### src/rtl/uart_rx_fifo.sv
// UART receiver (16x oversample, 2-of-3 vote, optional parity) feeding a valid/ready FIFO; push lands mid stop bit.
// Head is registered (valid 1 clk after push into empty); full FIFO drops new characters unless popped that cycle.
module uart_rx_fifo #(
    parameter int CLK_HZ     = 50000000,
    parameter int BAUD       = 9600,
    parameter int DATA_BITS  = 8,
    parameter int PARITY     = 0,
    parameter int FIFO_DEPTH = 16
) (
    input  logic                          clk,
    input  logic                          reset,
    input  logic                          rxd,
    output logic [DATA_BITS-1:0]          rx_data,
    output logic                          rx_perr,
    output logic                          rx_ferr,
    output logic                          rx_valid,
    input  logic                          rx_ready,
    output logic                          overflow,
    input  logic                          clr_ovf,
    output logic [$clog2(FIFO_DEPTH):0]   fifo_count
);

    localparam int DIV = (CLK_HZ + 8 * BAUD) / (16 * BAUD);
    localparam int CW  = (DIV > 1) ? $clog2(DIV) : 1;
    localparam int AW  = $clog2(FIFO_DEPTH);
    localparam int EW  = DATA_BITS + 2;
    localparam logic [CW-1:0] DIV_LAST  = CW'(DIV - 1);
    localparam logic [CW-1:0] CNT_ONE   = CW'(1);
    localparam logic [2:0]    BIT_LAST  = 3'(DATA_BITS - 1);
    localparam logic [AW:0]   PTR_ONE   = (AW + 1)'(1);

    typedef enum logic [2:0] {
        S_IDLE  = 3'd0,
        S_START = 3'd1,
        S_DATA  = 3'd2,
        S_PAR   = 3'd3,
        S_STOP  = 3'd4
    } state_t;

    logic [1:0]           sync_q;
    logic                 rxs;
    logic [CW-1:0]        cnt_q;
    logic                 tick;

    state_t               state_q, state_d;
    logic [3:0]           sc_q, sc_d, sc_inc;
    logic [2:0]           bit_q, bit_d;
    logic                 s7_q, s7_d, s8_q, s8_d;
    logic [DATA_BITS-1:0] shift_q, shift_d;
    logic                 perr_q, perr_d;
    logic                 maj;
    logic                 push, push_ferr;
    logic [EW-1:0]        wdat;

    logic [EW-1:0]        mem [FIFO_DEPTH];
    logic [AW:0]          wptr_q, wptr_d, rptr_q, rptr_d, count_q, count_d;
    logic [EW-1:0]        head_q, head_d;
    logic                 valid_q, ovf_q, ovf_d;
    logic                 full, pop, wr, head_en;

    assign rxs  = sync_q[1];
    assign tick = (cnt_q == DIV_LAST);
    assign maj  = (s7_q & s8_q) | (s7_q & rxs) | (s8_q & rxs);
    assign wdat = {shift_q, perr_q, push_ferr};

    always_ff @(posedge clk or negedge reset) begin
        if (!reset) begin
            sync_q <= 2'b11;
            cnt_q  <= '0;
        end else begin
            sync_q <= {sync_q[0], rxd};
            cnt_q  <= tick ? '0 : cnt_q + CNT_ONE;
        end
    end

    always_ff @(posedge clk or negedge reset) begin
        if (!reset) begin
            state_q <= S_IDLE;
            sc_q    <= '0;
            bit_q   <= '0;
            s7_q    <= 1'b1;
            s8_q    <= 1'b1;
            shift_q <= '0;
            perr_q  <= 1'b0;
        end else begin
            state_q <= state_d;
            sc_q    <= sc_d;
            bit_q   <= bit_d;
            s7_q    <= s7_d;
            s8_q    <= s8_d;
            shift_q <= shift_d;
            perr_q  <= perr_d;
        end
    end

    // Actions key on the post-increment sample index so the start-detect tick counts as sc=0.
    always_comb begin
        state_d   = state_q;
        sc_d      = sc_q;
        bit_d     = bit_q;
        s7_d      = s7_q;
        s8_d      = s8_q;
        shift_d   = shift_q;
        perr_d    = perr_q;
        push      = 1'b0;
        push_ferr = 1'b0;
        sc_inc    = sc_q + 4'd1;
        if (tick) begin
            case (state_q)
                S_IDLE: begin
                    if (!rxs) begin
                        sc_d    = '0;
                        bit_d   = '0;
                        perr_d  = 1'b0;
                        state_d = S_START;
                    end
                end
                default: begin
                    sc_d = sc_inc;
                    if (sc_inc == 4'd7) s7_d = rxs;
                    if (sc_inc == 4'd8) s8_d = rxs;
                    case (state_q)
                        S_START: begin
                            if (sc_inc == 4'd9 && maj) state_d = S_IDLE;
                            else if (sc_inc == 4'd15)  state_d = S_DATA;
                        end
                        S_DATA: begin
                            if (sc_inc == 4'd9) shift_d = {maj, shift_q[DATA_BITS-1:1]};
                            if (sc_inc == 4'd15) begin
                                if (bit_q == BIT_LAST) state_d = (PARITY != 0) ? S_PAR : S_STOP;
                                else                   bit_d   = bit_q + 3'd1;
                            end
                        end
                        S_PAR: begin
                            if (sc_inc == 4'd9)
                                perr_d = (PARITY == 1) ? ~(^shift_q ^ maj) : (^shift_q ^ maj);
                            if (sc_inc == 4'd15) state_d = S_STOP;
                        end
                        S_STOP: begin
                            if (sc_inc == 4'd9) begin
                                push      = 1'b1;
                                push_ferr = ~maj;
                                state_d   = S_IDLE;
                            end
                        end
                        default: state_d = S_IDLE;
                    endcase
                end
            endcase
        end
    end

    assign full = (wptr_q[AW] != rptr_q[AW]) && (wptr_q[AW-1:0] == rptr_q[AW-1:0]);
    assign pop  = valid_q && rx_ready;
    assign wr   = push && (!full || pop);

    always_comb begin
        rptr_d  = pop ? rptr_q + PTR_ONE : rptr_q;
        wptr_d  = wr  ? wptr_q + PTR_ONE : wptr_q;
        count_d = count_q;
        if (wr && !pop)      count_d = count_q + PTR_ONE;
        else if (!wr && pop) count_d = count_q - PTR_ONE;
        // Freshly pushed word bypasses the array when it becomes the head in the same edge.
        head_d  = (wr && (wptr_q == rptr_d)) ? wdat : mem[rptr_d[AW-1:0]];
        head_en = pop ? ((count_q != PTR_ONE) || wr) : (wr && (count_q == '0));
        ovf_d   = ovf_q;
        if (push && full && !pop) ovf_d = 1'b1;
        else if (clr_ovf)         ovf_d = 1'b0;
    end

    always_ff @(posedge clk) begin
        if (wr) mem[wptr_q[AW-1:0]] <= wdat;
    end

    always_ff @(posedge clk or negedge reset) begin
        if (!reset) begin
            wptr_q  <= '0;
            rptr_q  <= '0;
            count_q <= '0;
            head_q  <= '0;
            valid_q <= 1'b0;
            ovf_q   <= 1'b0;
        end else begin
            wptr_q  <= wptr_d;
            rptr_q  <= rptr_d;
            count_q <= count_d;
            valid_q <= (count_d != '0);
            ovf_q   <= ovf_d;
            if (head_en) head_q <= head_d;
        end
    end

    assign rx_data    = head_q[EW-1:2];
    assign rx_perr    = head_q[1];
    assign rx_ferr    = head_q[0];
    assign rx_valid   = valid_q;
    assign overflow   = ovf_q;
    assign fifo_count = count_q;

endmodule

### config.mk
export PLATFORM = sky130hd
export DESIGN_NAME = uart_rx_fifo
export DESIGN_NICKNAME = d
export VERILOG_FILES = /design/src/rtl/uart_rx_fifo.sv
export SDC_FILE = /design/constraint.sdc
export NUM_CORES = 1
export LEC_CHECK = 0
export CAP_MARGIN = 5
export CORE_AREA = 3 3 139 141
export CTS_CLUSTER_DIAMETER = 100
export DETAILED_ROUTE_END_ITERATION = 10
export DIE_AREA = 0 0 142 144
export GPL_ROUTABILITY_DRIVEN = 0
export PLACE_DENSITY = 0.71
export SKIP_CTS_REPAIR_TIMING = 1
export SKIP_LAST_GASP = 1
export SYNTH_ARGS = -nofsm -noshare
export SYNTH_HDL_FRONTEND = slang
export SYNTH_SLANG_ARGS = --single-unit
### constraint.sdc
create_clock -name clk -period 3 [get_ports clk]
set_input_delay 0.45 -clock clk [delete_from_list [all_inputs] [get_ports clk]]
set_output_delay 0.45 -clock clk [all_outputs]
set_load 0.01 [all_outputs]
# --- After elaboration in Yosys (flattened, before gate mapping) ---
# Memories as Yosys holds them, arrays and structs flattened.
# Cells that the tools add are included.
classes:
  n_addsub: 7
  n_eq_ne: 21
  bitwise_logic: 8
  n_reduce_logical: 31
  n_mux: 38
op_table:
  columns: ["cell", "n"]
  rows:
  - ["2-to-1 mux 3 bit", 13]
  - ["2-to-1 mux 1 bit", 17]
  - ["adder 5 x 1 -> 5 bit (second input constant)", 3]
  - ["2-to-1 mux 5 bit", 3]
  - ["== test 4 bit (second input constant)", 3]
  - ["case mux 3 bit (4 select lines)", 1]
  - ["logical AND 1 bit", 10]
  - ["2-to-1 mux 10 bit", 1]
  - ["nonzero test 2 bit", 5]
  - ["adder 9 x 1 -> 9 bit (second input constant)", 1]
  - ["== test 9 bit (second input constant)", 1]
  - ["2-to-1 mux 9 bit", 1]
  - ["inequality test 3 bit (second input constant)", 3]
  - ["2-to-1 mux 4 bit", 2]
  - ["AND reduction 4 bit", 2]
  - ["parity 8 bit", 1]
  - ["AND reduction 7 bit", 1]
  - ["== test 3 x 2 -> 1 bit (second input constant)", 2]
  - ["== test 3 bit (second input constant)", 2]
  - ["AND reduction 3 bit", 2]
  - ["== test 5 bit", 1]
  - ["zero test 5 bit", 1]
  - ["inequality test 5 x 1 -> 1 bit (second input constant)", 1]
  - ["AND reduction 5 bit", 1]
  - ["20 further kinds", 27]
totals:
  regBits: 59
  inputBits: 5
  ramBits: 160
  memories: 1
memory_table:
  columns: ["name", "words", "width", "rd", "rd_clocked_by_memory_dff", "write_ports", "line", "rtl"]
  rows:
  - ["mem", 16, 10, 1, 0, 1, "55", "logic [EW-1:0] mem [FIFO_DEPTH];"]

# --- Depth between registers and ports, before layout ---
# Gate-level depths: netlist of run 1.
depth:
  depth_word: 12
  mapped_depth: 11
  depth_no_buf: 8

# --- Least setup slack after synthesis of run 1 ---
# OpenSTA, ideal clock, no wires.
synth_path:
  kind: "input-to-reg"
  startpoint: "in rx_ready"
  endpoint: "mem mem[15][0] (netlist name), enable pin"
  slack_ps: 470
  n_path_buf: 3
  t_arrival_ps: 2179
  stages: 9
  t_required_ps: 2649
  cell_sequence: "buf_4 -> and2_1 -> buf_2 -> nor3_2 -> and4_4 -> buf_6 -> or3_4 -> nor3_1 -> and2_1"
synth_between:
  elab_chain_len: 5
synth_lines:
  columns: ["element", "line", "rtl"]
  rows:
  - ["from (decl)", "17", "input logic rx_ready,"]
  - ["logical AND 1 bit", "154", "assign pop = valid_q && rx_ready;"]
  - ["logical OR 1 bit", "155", "assign wr = push && (!full || pop);"]
  - ["logical AND 1 bit", "155", null]
  - ["2-to-1 mux 1 bit", "172", "if (wr) mem[wptr_q[AW-1:0]] <= wdat;"]
  - ["2-to-1 mux 1 bit (not written as such)", "172", null]
  - ["to (decl)", "55", null]
# No other way between the ends.

# --- Worst setup path in the final report of run 1 ---
layout_path:
  startpoint: "reg rptr_q[1]"
  endpoint: "reg head_q[6]"
layout_between:
  elab_chain_len: 7
  word_cells_on_any_way: 14
  cone_classes: "add/sub (1); eq/ne (2); mux (3); reduce/logical (7); memory (1)"
layout_lines:
  columns: ["element", "line", "rtl"]
  rows:
  - ["from (decl)", "56", "logic [AW:0] wptr_q, wptr_d, rptr_q, rptr_d, count_q, count_d;"]
  - ["from (signal assigned)", "185", "rptr_q <= rptr_d;"]
  - ["parallel branches: the longest is 7 deep, another holds memory (16 x 10 bit)", null, null]
  - ["to (signal assigned)", "180", "head_q <= '0;"]
  - ["to (signal assigned)", "189", "if (head_en) head_q <= head_d;"]
  - ["to (decl)", "57", "logic [EW-1:0] head_q, head_d;"]
# Several ways; the timed one is not identified.
# A chain may end at the register's enable or synchronous reset.

==> results of run 1 <==
[stage by stage]
stage	instance area [sq um]	cells
6_report	10970	994
4_1_cts	10970	994
3_5_place_dp	10240	952
2_1_floorplan	9339	692
3_3_place_gp	10240	952
5_1_grt	10970	994
[synthesized netlist by cell type, types with 3 or more instances]
cell type	instances	share of area, %
edfxtp_1	160	51
a22oi_1	86	6.9
nand2_1	57	2.3
dfrtp_1	55	15
nand3_1	42	2.3
o21ai_0	32	1.7
nor2_1	25	1.0
xnor2_1	25	2.3
clkbuf_1	19	0.76
and2_1	18	1.2
ha_1	17	2.3
and3_1	15	1.0
inv_1	13	0.52
nor3_1	13	0.70
xor2_1	12	1.1
mux2_2	10	1.2
buf_2	9	0.48
a21oi_1	8	0.43
mux2i_1	6	0.64
a31oi_1	5	0.33
nand4_1	5	0.33
o21ai_1	5	0.27
buf_1	4	0.16
dfstp_2	4	1.1
a32o_1	3	0.32
nor3_2	3	0.32
nor4_1	3	0.20
[critical path, stage by stage, from the launching register on]
cell     delay [ns]
dfrtp_1        0.49
ha_1           0.45
nand3_1        0.28
mux2i_4        0.48
buf_4          0.25
a22oi_1        0.09
nand2_1        0.15
a22oi_1        0.10
and3_1         0.22
o21ai_0        0.17
[state kept, by name, summed over array words and instances, names as in the netlist]
| signal | cells |
|---|---|
| bit_q | 3 |
| cnt_q | 9 |
| fifo_count | 5 |
| head_q | 10 |
| mem | 160 |
| overflow | 1 |
| perr_q | 1 |
| rptr_q | 5 |
| rx_valid | 1 |
| s7_q | 1 |
| s8_q | 1 |
| sc_q | 4 |
| shift_q | 8 |
| state_q | 3 |
| sync_q | 2 |
| wptr_q | 5 |
[power groups by stage]
stage               combinational [mW]  sequential, mW  clock [mW]
finish                            2.13            3.53        2.73
global route                      2.31            3.55        2.90
CTS                               2.12            3.53        2.78
detailed placement                2.10            3.59           0
global placement                  2.05            3.59           0
floorplan                         1.21            3.59           0
[cell type report]
cell class              instances  area, sq um
multi-input cells             424         2884
inverters                      14        52.55
clock inverters                17        151.4
repair buffers                 66        730.7
well taps                     229        286.5
clock buffers                  25        583.1
fillers                      1339         7112
flip-flops and latches        219         6286
[kinds of logic (layout without fill, tap and decap cells)]
logic type / Yosys count / in the layout / share of synthesized area [%]
DFF: 219 / 219 / 67.31
buffers and inverters: 49 / 122 / 2.251
AOI/OAI and AO/OA: 157 / 157 / 11.88
and+or+nand+nor: 196 / 196 / 10.85
xor gates and xnor gates: 37 / 37 / 3.470
muxes: 16 / 16 / 1.849
adders and majority gates: 18 / 18 / 2.385
[routing by layer]
metal  routed length (um)  vias to the layer above
met4                  781                        0
met3                 1382                       52
met1                 8420                     3033
met2                10530                      245
li1                     -                     2760
met5                    0                        -
[worst paths after layout]
kind,start,endpoint,slack [ns],cells after the start
min,reset,cnt_q[1],0.12,1
max reg2reg,rptr_q[1],head_q[6],0.23,9
min in group clk,rxd,sync_q[0],0.35,1
min reg2reg,sync_q[0],sync_q[1],0.35,0
max in group asynchronous,reset,shift_q[5],2.08,2
max,rptr_q[1],head_q[6],0.23,9
==> impl_metrics.py, run 1 <==
metrics = {
    "sta": {
        "setup_tns_ns": 0,
        "timing.final.ws_setup_ns": 0.2258,
        "maxSlewHeadroom_pct": 32.86,
        "rsz0062_at_grt": "false",
        "final_max_slew_viol_count": 0,
        "timing.final.crit_share_pct": 92.47,
        "worst_pin_slew_ns": 1.007,
        "finClkSkew_ns": 0.01985,
        "period_needed_ns": 2.774,
        "setup_viol": 0,
        "whs_ns": 0.1197,
        "fmax_mhz": 360.5,
        "hold_viol_final": 0,
    },
    "global_route": {
        "grt.overflow.total": 0,
        "grt_max_degree": 46,
        "grt_use_met1_pct": 27.68,
        "grt_use_total_pct": 21.17,
        "use_met2_pct": 35.93,
        "grt_pass1_wl_mm": 33.91,
        "met3_usage_pct": 3.241,
        "grt_pass1_vias": 6167,
        "antenna_found_initial": 0,
        "busiest_layer": "met2",
    },
    "power_and_ir_drop": {
        "ir_drop_mv": 0.4308,
        "intPower_mw": 5.743,
        "seq_power_share_pct": 42.1,
        "switchingPower_mw": 2.648,
        "netSwitchingFraction_pct": 31.56,
        "p_total_mw": 8.392,
        "clkPwrFrac_pct": 32.5,
        "power_density_nw_per_um2": 764.7,
        "pwr-share-comb_pct": 25.4,
        "leakagePower_nw": 4.336,
    },
    "synthesis": {
        "netlist_area_sq_um": 9339,
        "synth_nets": 714,
        "synth-edff-count": 160,
        "yosys_warnings": 0,
        "synth.distinct_cells": 60,
        "yosys_most_used_dff": "edfxtp_1",
        "async_flop_share_pct": 26.94,
        "synth_cells": 692,
        "synth_area_per_cell_sq_um": 13.50,
        "synth-seq-area-share_pct": 67.31,
        "ys_seq_elements": 219,
    },
    "detailed_routing": {
        "drt_wl_total_mm": 21.11,
        "firstDrtPassIters": 5,
        "wire_per_inst_um": 21.24,
        "drt_iter0_drc": 666,
        "drtAntennaViolNets": 0,
        "dr_total_vias": 6090,
        "avgViaCountPerCell": 6.127,
        "drc": 0,
    },
    "setup_path": {
        "crit_type": "flip-flop to flip-flop",
        "worstPathMaxFanout": 11,
        "critPathRequiredTime_ns": 3.43,
        "crit_arrival_ns": 3.20,
        "critPathLaunchType": "flip-flop",
        "cp-end-kind": "flip-flop",
    },
    "die": {
        "start_util_pct": 51.64,
        "core_region_area_sq_um": 18090,
        "die_y_um": 144,
        "die_area_sq_um": 20450,
        "io_pins": 22,
        "rows": 49,
        "fp.dieW_um": 142,
    },
    "clocking": {
        "root_buffer": "clkbuf_16",
        "cts_buffers": 23,
        "clock_tree.htree_level_count": 1,
        "cts_tree": "yes",
        "path_clk_slew_ns": 0.06,
        "clock-sinks": 219,
        "worstSkewPairLatency_ns": 0.52,
        "clk_path_buf_depth": 3,
    },
    "place": {
        "pre_cts_slack_ns": 0.02752,
        "dp_hpwl_mm": 13.91,
        "io_buffers": 21,
    },
    "cells_and_area": {
        "final_common_cell": "edfxtp_1",
        "final_cell_mix": "edfxtp_1 (160), a22oi_1 (86), nand2_1 (57)",
        "final_nets": 770,
        "final_util_pct": 60.68,
        "drive_above_1_share_pct": 14.51,
        "antennaDiodeCount": 0,
        "area_delta_synth_final_pct": 17.51,
    },
    "min_path": {
        "hold_class": "primary input to async pin",
    },
    "run": {
        "max_cap_viol_count": 0,
    },
    "status": {
        "outcome": "finished, final reports clean",
    },
}
No activity file was read; power rests on OpenSTA's default activity.
==> run 2, diff against run 1 <==
--- a/config.mk
+++ b/config.mk
@@ -12,6 +12,7 @@
 export DIE_AREA = 0 0 142 144
 export GPL_ROUTABILITY_DRIVEN = 0
 export PLACE_DENSITY = 0.71
+export SETUP_SLACK_MARGIN = 0.15
 export SKIP_CTS_REPAIR_TIMING = 1
 export SKIP_LAST_GASP = 1
 export SYNTH_ARGS = -nofsm -noshare
==> impl_metrics.py, run 2 (same netlist as run 1, synthesis figures left out) <==
metrics = {
    "setup_path": {
        "cp-end-kind": "flip-flop",
        "worstPathMaxFanout": 16,
        "crit_buf_inv": 1,
        "slowest_stage": "dfrtp_1",
        "r2r-end": "head_q[2]",
        "r2r_cells": 9,
        "crit_end": "head_q[2]",
        "crit_path_frequent_cell": "a22oi_1",
        "crit_type": "flip-flop to flip-flop",
        "critPathLaunch": "rptr_q[1]",
        "critPathLaunchType": "flip-flop",
        "path_depth": 9,
        "max_stage_delay_ns": 0.49,
        "path_cells": "ha_1 > nor2_1 > a22o_1 > buf_4 > a22oi_1 > nand2_1 > a22oi_1 > and3_1 > o21ai_0",
        "critical-path-top-delay-family": "compound AO/OA/AOI/OAI gates",
        "crit_arrival_ns": 3.06,
        "critPathRequiredTime_ns": 3.40,
        "r2r_start": "rptr_q[1]",
        "rrSetupSlack_ns": 0.33,
    },
    "cells_and_area": {
        "drive_above_1_share_pct": 15.49,
        "seqCellArea_sq_um": 6289,
        "antennaDiodeCount": 0,
        "final_util_pct": 60.94,
        "fillers": 1332,
        "area_delta_synth_final_pct": 18.02,
        "final_common_cell": "edfxtp_1",
        "finalInstanceArea_sq_um": 11020,
        "largest_reg_flops": 160,
        "multi_input_area_sq_um": 2894,
        "final_nets": 773,
        "final_cell_mix": "edfxtp_1 (160), a22oi_1 (86), nand2_1 (57)",
        "finalNonFillerCells": 997,
    },
    "run": {
        "max_cap_viol_count": 0,
    },
    "detailed_routing": {
        "firstDrtPassIters": 5,
        "dr_total_vias": 6088,
        "drc": 0,
        "wire_per_inst_um": 21.33,
        "drt_iter0_drc": 634,
        "avgViaCountPerCell": 6.106,
        "drtAntennaViolNets": 0,
        "drt_wl_total_mm": 21.27,
    },
    "die": {
        "rows": 49,
        "die_y_um": 144,
        "start_util_pct": 51.64,
        "fp.dieW_um": 142,
        "io_pins": 22,
        "core_region_area_sq_um": 18090,
        "die_area_sq_um": 20450,
    },
    "clocking": {
        "path_clk_slew_ns": 0.06,
        "worstSkewPairLatency_ns": 0.52,
        "clock-sinks": 219,
        "clock_tree.htree_level_count": 1,
        "clk_path_buf_depth": 3,
        "root_buffer": "clkbuf_16",
        "cts_buffers": 23,
        "cts_tree": "yes",
    },
    "place": {
        "place_area_sq_um": 10240,
        "numPlacedInstances": 952,
        "io_buffers": 21,
        "dp_hpwl_mm": 13.91,
    },
    "power_and_ir_drop": {
        "switchingPower_mw": 2.662,
        "leakagePower_nw": 4.350,
        "intPower_mw": 5.800,
        "ir_drop_mv": 0.4290,
        "clkPwrFrac_pct": 32.2,
        "pwr-share-comb_pct": 26.0,
        "power_density_nw_per_um2": 767.8,
        "seq_power_share_pct": 41.8,
        "netSwitchingFraction_pct": 31.46,
    },
    "sta": {
        "setup_viol": 0,
        "whs_ns": 0.1209,
        "fmax_mhz": 375.0,
        "finClkSkew_ns": 0.02021,
        "timing.final.crit_share_pct": 88.90,
        "rsz0062_at_grt": "false",
        "hold_viol_final": 0,
        "final_max_slew_viol_count": 0,
        "period_needed_ns": 2.667,
        "maxSlewHeadroom_pct": 32.67,
        "setup_tns_ns": 0,
        "worst_pin_slew_ns": 1.010,
    },
    "status": {
        "outcome": "finished, final reports clean",
    },
    "global_route": {
        "antenna_found_initial": 0,
        "grt_max_degree": 46,
        "grt_use_total_pct": 21.17,
        "grt.overflow.total": 0,
        "grt_pass1_vias": 6167,
        "grt_pass1_wl_mm": 33.91,
    },
    "min_path": {
        "hold_class": "primary input to async pin",
    },
}
[run 2: per-layer routing]
metal / track usage [%] / vias up / share of wire, %
li1: - / 2768 / -
met1: 27.68 / 3018 / 40
met2: 35.93 / 252 / 50
met3: 3.241 / 50 / 6.5
met4: 8.232 / 0 / 3.6
met5: 0 / - / 0
[run 2: cell type report]
class,count,share of cell area (%)
inverters,14,0.4768
clock buffers,25,5.290
flip-flops and latches,219,57.06
repair buffers,69,6.947
clock inverters,17,1.374
well taps,229,2.600
multi-input cells,424,26.26
[run 2: through the flow]
step           power [mW]  setup WS (ns)
3_3_place_gp        5.633         0.1106
2_1_floorplan       4.799         0.4701
4_1_cts             8.429         0.1381
5_1_grt             8.845         0.1870
3_5_place_dp        5.696        0.02752
6_report            8.462         0.3330
[run 2: power groups by stage]
stage | sequential, mW | clock (mW) | combinational (mW)
after floorplan | 3.59 | 0 | 1.21
after global placement | 3.59 | 0 | 2.05
after detailed placement | 3.59 | 0 | 2.10
after CTS | 3.53 | 2.78 | 2.12
after global routing | 3.55 | 2.90 | 2.39
final | 3.53 | 2.73 | 2.20
[run 2: how the worst min path moves through the flow]
stage / end / depth (start not counted)
floorplan: bit_q[0] / 0
detailed placement: sync_q[1] / 0
global placement: sync_q[1] / 0
global route: rptr_q[2] / 1
finish: cnt_q[1] / 1
CTS: rptr_q[2] / 1
[run 2: worst reg2reg max path, delay by kind of cell (launching register included)]
kind            cells  cell delay (ns)
fa+ha+maj           1             0.46
flops               1             0.49
simple gates        3             0.40
compound gates      4             0.94
buf+inv             1             0.26
==> run 3, diff against run 2 <==
--- a/config.mk
+++ b/config.mk
@@ -6,12 +6,13 @@
 export NUM_CORES = 1
 export LEC_CHECK = 0
 export CAP_MARGIN = 5
-export CORE_AREA = 3 3 139 141
+export CORE_AREA = 3 3 168 170
 export CTS_CLUSTER_DIAMETER = 100
 export DETAILED_ROUTE_END_ITERATION = 10
-export DIE_AREA = 0 0 142 144
+export DIE_AREA = 0 0 171 173
 export GPL_ROUTABILITY_DRIVEN = 0
-export PLACE_DENSITY = 0.71
+export HOLD_SLACK_MARGIN = 0.03
+export PLACE_DENSITY = 0.53
 export SETUP_SLACK_MARGIN = 0.15
 export SKIP_CTS_REPAIR_TIMING = 1
 export SKIP_LAST_GASP = 1
==> impl_metrics.py, run 3 (same netlist as run 1, synthesis figures left out) <==
metrics = {
    "die": {
        "die_y_um": 173,
        "start_util_pct": 34.75,
        "die_area_sq_um": 29580,
        "rows": 60,
        "core_region_area_sq_um": 26880,
        "fp.dieW_um": 171,
        "io_pins": 22,
    },
    "clocking": {
        "worstSkewPairLatency_ns": 0.52,
        "clk_path_buf_depth": 3,
        "clock_tree.htree_level_count": 1,
        "cts_buffers": 24,
        "cts_tree": "yes",
        "root_buffer": "clkbuf_16",
        "path_clk_slew_ns": 0.06,
        "clock-sinks": 219,
    },
    "sta": {
        "finClkSkew_ns": 0.01625,
        "setup_viol": 0,
        "period_needed_ns": 2.672,
        "rsz0062_at_grt": "false",
        "timing.final.crit_share_pct": 89.06,
        "final_max_slew_viol_count": 0,
        "maxSlewHeadroom_pct": 30.11,
        "timing.final.ws_setup_ns": 0.3281,
        "hold_viol_final": 0,
        "fmax_mhz": 374.3,
        "worst_pin_slew_ns": 1.048,
        "setup_tns_ns": 0,
    },
    "power_and_ir_drop": {
        "p_total_mw": 8.711,
        "power_density_nw_per_um2": 772.0,
        "ir_drop_mv": 0.5550,
        "leakagePower_nw": 4.426,
    },
    "setup_path": {
        "critPathLaunchType": "flip-flop",
        "crit_arrival_ns": 3.10,
        "worstPathMaxFanout": 20,
        "cp-end-kind": "flip-flop",
        "crit_type": "flip-flop to flip-flop",
        "r2r_start": "rptr_q[1]",
        "critPathRequiredTime_ns": 3.43,
        "critPathLaunch": "rptr_q[1]",
    },
    "place": {
        "dp_hpwl_mm": 15.04,
        "place_area_sq_um": 10470,
        "io_buffers": 21,
        "numPlacedInstances": 1073,
        "pre_cts_slack_ns": 0.02544,
    },
    "global_route": {
        "grt_pass1_vias": 6003,
        "grt_max_degree": 46,
        "grt_use_total_pct": 15.21,
        "grt.overflow.total": 0,
        "grt_pass1_wl_mm": 35.25,
        "antenna_found_initial": 0,
    },
    "status": {
        "outcome": "finished, final reports clean",
    },
    "detailed_routing": {
        "drt_wl_total_mm": 22.38,
        "drt_iter0_drc": 430,
        "wl_met3_um": 869,
        "highest_layer": "met4",
        "avgViaCountPerCell": 5.333,
        "wire_per_inst_um": 20.06,
        "met2_length_mm": 10.19,
        "drt-met1-wl_mm": 10.49,
        "firstDrtPassIters": 4,
        "drc": 0,
        "drtAntennaViolNets": 0,
        "dr_total_vias": 5952,
    },
    "cells_and_area": {
        "final_nets": 780,
        "finalInstanceArea_sq_um": 11280,
        "finalNonFillerCells": 1116,
        "final_common_cell": "edfxtp_1",
        "antennaDiodeCount": 0,
        "largest_reg_flops": 160,
        "final_cell_mix": "edfxtp_1 (160), a22oi_1 (86), nand2_1 (57)",
        "area_delta_synth_final_pct": 20.82,
        "drive_above_1_share_pct": 15.48,
    },
    "min_path": {
        "hold_class": "primary input to async pin",
    },
    "run": {
        "max_cap_viol_count": 0,
    },
}
run 3: per-layer routing:
metal | track usage (%) | vias to the layer above
met4 | 5.634 | 0
met2 | 23.03 | 166
li1 | - | 2769
met3 | 2.195 | 46
met5 | 0 | -
met1 | 22.24 | 2971
run 3: power breakdown:
group / leakage (nW) / total [mW] / internal [mW] / switching (mW)
Clock: 0.393 / 2.99 / 1.84 / 1.16
Sequential: 2.63 / 3.54 / 3.36 / 0.179
Combinational: 1.41 / 2.18 / 0.824 / 1.36
run 3: final timing paths:
check	endpoint	slack, ns	cells past startpoint
setup / recovery	head_q[4]	0.33	9
setup reg to reg	head_q[4]	0.33	9
hold reg to reg	sync_q[1]	0.36	0
max in group asynchronous	head_q[4]	2.12	2
hold / removal	cnt_q[0]	0.13	1
min in group clk	sync_q[0]	0.35	1
run 3: critical path: stages (launching register included):
cell and delay (ns):
dfrtp_1 0.50, ha_1 0.45, nand3_1 0.25, mux2i_4 0.31, buf_4 0.31, a22oi_1 0.14
nand3_1 0.15, nand3_1 0.12, and3_1 0.18, o21ai_0 0.17
run 3: stage by stage:
step	hold slack, ns	utilization (%)
after global routing	0.2105	41.98
after global placement	0.3492	38.96
after floorplan	0.1544	-
after CTS	0.1689	41.96
after detailed placement	0.3499	38.96
final	0.1336	41.98
run 3: cell type report:
type,instances,area (sq um)
clock inverter,14,178.9
inverter,14,52.55
fill,2459,15590
sequential,219,6286
clock buffer,29,629.4
timing repair buffer,75,823.3
tap,341,426.7
multi-input combinational,424,2887
